==> src/rtl/alu_pkg.sv <==
// rtl/alu_pkg.sv - shared widths, opcodes and issuer FSM states for the 8-bit ALU
package alu_pkg;

  localparam int ALU_W = 8;
  localparam int OP_W  = 4;

  localparam logic [OP_W-1:0] OP_ADD = 4'b0000;
  localparam logic [OP_W-1:0] OP_SUB = 4'b0001;
  localparam logic [OP_W-1:0] OP_MUL = 4'b0010;
  localparam logic [OP_W-1:0] OP_DIV = 4'b0011;
  localparam logic [OP_W-1:0] OP_SHL = 4'b0100;
  localparam logic [OP_W-1:0] OP_SHR = 4'b0101;
  localparam logic [OP_W-1:0] OP_AND = 4'b1000;
  localparam logic [OP_W-1:0] OP_OR  = 4'b1001;
  localparam logic [OP_W-1:0] OP_XOR = 4'b1010;
  localparam logic [OP_W-1:0] OP_LTH = 4'b1111;

  typedef enum logic [1:0] {
    ST_IDLE    = 2'd0,
    ST_WAIT    = 2'd1,
    ST_CAPTURE = 2'd2,
    ST_HOLD    = 2'd3
  } issuer_state_t;

endpackage

==> src/rtl/alu_cmd_issuer.sv <==
// rtl/alu_cmd_issuer.sv - issues one command to the registered ALU and returns its result
import alu_pkg::*;

module alu_cmd_issuer #(
  parameter int ALU_LATENCY = 1
) (
  input  logic             clk,
  input  logic             rst_n,
  input  logic             cmd_valid,
  output logic             cmd_ready,
  input  logic [OP_W-1:0]  cmd_opcode,
  input  logic [ALU_W-1:0] cmd_a,
  input  logic [ALU_W-1:0] cmd_b,
  input  logic             cmd_use_acc,
  input  logic             cmd_acc_wr,
  output logic [ALU_W-1:0] alu_a,
  output logic [ALU_W-1:0] alu_b,
  output logic [OP_W-1:0]  alu_opcode,
  input  logic [ALU_W-1:0] alu_out,
  output logic             res_valid,
  input  logic             res_ready,
  output logic [ALU_W-1:0] res_data,
  output logic [ALU_W-1:0] acc,
  output logic [7:0]       op_count
);

  localparam int CNT_W = 3;

  issuer_state_t    state_q;
  issuer_state_t    state_d;
  logic [CNT_W-1:0] cnt_q;
  logic             acc_wr_q;

  // Ready is masked by reset so the source never sees a ready issuer while held in reset.
  assign cmd_ready = rst_n && (state_q == ST_IDLE);
  assign res_valid = (state_q == ST_HOLD);

  // State register.
  always_ff @(posedge clk or negedge rst_n) begin
    if (!rst_n) begin
      state_q <= ST_IDLE;
    end else begin
      state_q <= state_d;
    end
  end

  // Next-state logic: accept, wait out the ALU latency, capture once, hold until taken.
  always_comb begin
    state_d = state_q;
    case (state_q)
      ST_IDLE:    if (cmd_valid) state_d = ST_WAIT;
      ST_WAIT:    if (cnt_q <= CNT_W'(1)) state_d = ST_CAPTURE;
      ST_CAPTURE: state_d = ST_HOLD;
      ST_HOLD:    if (res_ready) state_d = ST_IDLE;
      default:    state_d = ST_IDLE;
    endcase
  end

  // Datapath: operand registers load only on acceptance; result, accumulator and count update only in CAPTURE.
  always_ff @(posedge clk or negedge rst_n) begin
    if (!rst_n) begin
      alu_a      <= '0;
      alu_b      <= '0;
      alu_opcode <= '0;
      cnt_q      <= '0;
      acc_wr_q   <= 1'b0;
      res_data   <= '0;
      acc        <= '0;
      op_count   <= '0;
    end else begin
      case (state_q)
        ST_IDLE: begin
          if (cmd_valid) begin
            alu_a      <= cmd_use_acc ? acc : cmd_a;
            alu_b      <= cmd_b;
            alu_opcode <= cmd_opcode;
            acc_wr_q   <= cmd_acc_wr;
            cnt_q      <= CNT_W'(ALU_LATENCY);
          end
        end
        ST_WAIT: begin
          cnt_q <= cnt_q - CNT_W'(1);
        end
        ST_CAPTURE: begin
          res_data <= alu_out;
          if (acc_wr_q) acc <= alu_out;
          op_count <= op_count + 8'd1;
        end
        default: begin
        end
      endcase
    end
  end

endmodule
==> config.mk <==
export PLATFORM = sky130hd
export DESIGN_NAME = alu_cmd_issuer
export DESIGN_NICKNAME = d
export VERILOG_FILES = /design/src/rtl/alu_pkg.sv /design/src/rtl/alu_cmd_issuer.sv
export SDC_FILE = /design/constraint.sdc
export NUM_CORES = 1
export LEC_CHECK = 0
export ABC_AREA = 1
export CAP_MARGIN = 30
export CORE_UTILIZATION = 48
export DETAILED_ROUTE_END_ITERATION = 10
export PLACE_DENSITY = 0.9
export SETUP_SLACK_MARGIN = 0.15
export SYNTH_ARGS = -nofsm -noshare
export SYNTH_HDL_FRONTEND = slang
export SYNTH_SLANG_ARGS = --single-unit
==> constraint.sdc <==
create_clock -name clk -period 1.9 [get_ports clk]
set_input_delay 0.285 -clock clk [delete_from_list [all_inputs] [get_ports clk]]
set_output_delay 0.285 -clock clk [all_outputs]
set_load 0.02 [all_outputs]
==> summary.txt, run 1 <==
Global route
  • Gr ovfl total: 0
  • Largest net degree at the start of global routing: 51
  • Vias in the first global route: 1808
  • Initial antenna violation count: 0
  • Gr usage total: 21.1%
  • First-pass GRT wire length: 8270 µm

Setup path
  • Crit path largest cell delay: 430 ps
  • Crit Path Max Fanout: 4
  • Worst EP required: 1620 ps
  • CP arrival: 1380 ps
  • Crit path cell chain: inv_1 -> ha_2 -> nand2_1 -> inv_1 -> clkbuf_2
  • Crit path max-delay family: flip-flops
  • Crit path kind: reg2out
  • Crit path top cell by count: inv_1
  • CP endpoint kind: primary output
  • Startpoint types: flip-flop
  • Bufs and invs on worst path: 3
  • CP max-delay cell: dfrtp_1

Pwr
  • Power Dens Cells: 1650 nW/µm²
  • Leakage power: 0.00150 µW
  • Peak supply drop: 956 µV

Clock tree
  • CTS max path bufs: 2
  • TritonCTS clock tree: yes
  • Worst-path clk slew: 90 ps
  • H-tree Lvls: 2
  • Hold Buf Count CTS: 0
  • Worst skew pair latency: 300 ps
  • Total CTS buffers: 5
  • CTS Sinks: 50
  • Root Buffer: clkbuf_8

Detailed routing
  • Via count: 1851
  • Wire per inst: 13.0 µm
  • DR vias/cell: 4.90
  • Routed Antenna Nets: 0
  • Drc violations: 0
  • Drt initial violations: 110
  • Drt first pass iters: 4
  • Overall routed net length: 4920 µm

Synth
  • Yosys top cell by area: dfrtp_1
  • Yosys top cell area share: 55.6%
  • Sequential share of the synthesized area: 55.6%
  • Number of synthesized flops with an enable pin: 0
  • Synthesis warning total: 0
  • Post-Syn Area per Cell: 9.18 µm²
  • Mapped cell area: 2250 µm²
  • Netlist cell types: 22
  • Ys flop type: dfrtp_1
  • Commonest cells post-synth: nand2_1, dfrtp_1, inv_1
  • Syn_nets: 287
  • Dominant cells by area after synthesis: dfrtp_1, nand2_1, a21oi_2
  • Post-synthesis async set-or-reset flop share: 100%
  • Number of synthesized register bits: 50
  • Synth Instances: 245
  • Most common cell in the netlist: nand2_1

Layout
  • Share of layout cells above drive strength 1: 10.4%
  • Synthesis-to-finish area growth: 39.7%
  • Antenna Diode Count: 0
  • Final nets: 367

Timing
  • Fmax: 602 MHz
  • Share of the clock period used by the worst path: 87.4%
  • Fin crit period: 1660 ps
  • Clock Skews: 1.41 ps
  • Final setup fails: 0
  • Worst slew margin: 59.4%
  • Worst-margin pin slew: 609 ps
  • Fin worst setup slack: 239 ps
  • Setup_tns: 0 ps
  • Hold Fails Final Rpt: 0
  • RSZ-0062 raised after global routing: no
  • Slew Limit Fails: 0

Floorplanning
  • Die height: 70.4 µm
  • Initial Util: 50.9%
  • Die ar.: 4960 µm²
  • Die width: 70.4 µm
  • Core box area: 4410 µm²
  • Std-Cell Rows: 24
  • Ports: 80

Place
  • RePlAce Congestion: 0.766
  • IO buf count: 79
  • HPWL reported at the end of detailed placement: 3620 µm
  • Pre-CTS WS: 134 ps

Worst hold path
  • Hold WC Path Type: in2async

Job
  • Max cap viols: 0

Status
  • Outcome: finished clean
power by group:
part | switching [µW] | internal (µW) | leakage [µW]
logic | 1490 | 1200 | 0.000842
registers | 327 | 1550 | 0.000611
clock network | 336 | 294 | 0.0000482
repair_timing:
action	in CTS	in global routing
gates resized for setup	3	3
setup buffers	0	0
endpoints found under the setup margin	2	2
path summary, 6_finish.rpt:
path	startpoint	endpoint	slack, ps	depth (start not counted)
min in group clk	alu_opcode[1]$_DFFE_PN0P_	alu_opcode[1]$_DFFE_PN0P_	480	2
setup / recovery	state_q[0]$_DFFE_PN0P_	cmd_ready	240	5
hold reg to reg	alu_opcode[1]$_DFFE_PN0P_	alu_opcode[1]$_DFFE_PN0P_	480	2
hold / removal	rst_n	alu_opcode[2]$_DFFE_PN0P_	150	2
setup reg to reg	state_q[0]$_DFFE_PN0P_	op_count[6]$_DFFE_PN0P_	330	5
max in group asynchronous	rst_n	state_q[0]$_DFFE_PN0P_	1350	2
registers in the layout (all words and copies together), names as in the netlist:
| signal | flops |
|---|---|
| acc_wr_q | 1 |
| cnt_q | 3 |
| alu_a | 8 |
| alu_opcode | 4 |
| state_q | 2 |
| acc | 8 |
| op_count | 8 |
| res_data | 8 |
| alu_b | 8 |
cell families (layout without fill, tap and decap cells):
| logic type | Yosys count | after routing | share of synthesized area [%] |
|---|---|---|---|
| buffers and inverters | 33 | 114 | 7.01 |
| adder cells (fa/ha/maj) | 8 | 8 | 4.45 |
| XOR/XNOR | 5 | 5 | 1.95 |
| flip-flops | 50 | 50 | 55.6 |
| AO/OA/AOI/OAI | 39 | 39 | 11.2 |
| AND/OR/NAND/NOR | 110 | 110 | 19.7 |
stage by stage:
| stage | area [µm²] | power [µW] | utilization, % | instances | hold WS [ps] |
|---|---|---|---|---|---|
| 5_1_grt | 3140 | 5580 | 71.1 | 378 | 219 |
| 3_3_place_gp | 3050 | 4500 | 69.1 | 370 | 460 |
| 4_1_cts | 3140 | 5240 | 71.2 | 378 | 174 |
| 2_1_floorplan | 2250 | 3430 | - | 245 | -10.6 |
| 3_5_place_dp | 3050 | 4610 | 69.1 | 370 | 465 |
| 6_report | 3140 | 5190 | 71.1 | 378 | 149 |
placed cells by master (no fill, tap or decap), types with 2 or more instances in the layout:
cell type / instances
nand2_1: 86
clkdlybuf4s50_1: 75
dfrtp_1: 50
inv_1: 22
o21ai_0: 19
a21oi_2: 14
nor2_1: 11
ha_1: 7
nand3_1: 6
clkbuf_8: 6
xor2_1: 4
inv_2: 3
nand4_1: 3
nand2_2: 2
a21oi_1: 2
o21ai_1: 2
buf_4: 2
final cells by class:
type                            count  area [µm²]
Timing Repair Buffer               81         797
Multi-Input combinational cell    162         842
Inverter                           25        93.8
Clock buffer                        7        86.3
Fill cell                         345        1270
Clock inverter                      1        5.00
Sequential cell                    50        1250
Tap cell                           52        65.1
metal layers:
| metal | wire, µm | global-route usage [%] | vias to the layer above | part of all wire (%) |
|---|---|---|---|---|
| met5 | 0 | 0 | - | 0 |
| met4 | 53 | 5.56 | 0 | 1.1 |
| met3 | 316 | 5.92 | 7 | 6.4 |
| met2 | 2280 | 32.3 | 63 | 46 |
| met1 | 2270 | 29.6 | 861 | 46 |
| li1 | - | - | 920 | - |
Note: power is estimated with default switching activity, not from simulation.
==> run 2: changes to the inputs <==
--- a/config.mk
+++ b/config.mk
@@ -6,11 +6,11 @@
 export NUM_CORES = 1
 export LEC_CHECK = 0
 export ABC_AREA = 1
-export CAP_MARGIN = 30
 export CORE_UTILIZATION = 48
 export DETAILED_ROUTE_END_ITERATION = 10
 export PLACE_DENSITY = 0.9
 export SETUP_SLACK_MARGIN = 0.15
+export SKIP_LAST_GASP = 1
 export SYNTH_ARGS = -nofsm -noshare
 export SYNTH_HDL_FRONTEND = slang
 export SYNTH_SLANG_ARGS = --single-unit
==> results of run 2 <==
The final DEF is identical to that of run 1; final timing and power are the same.
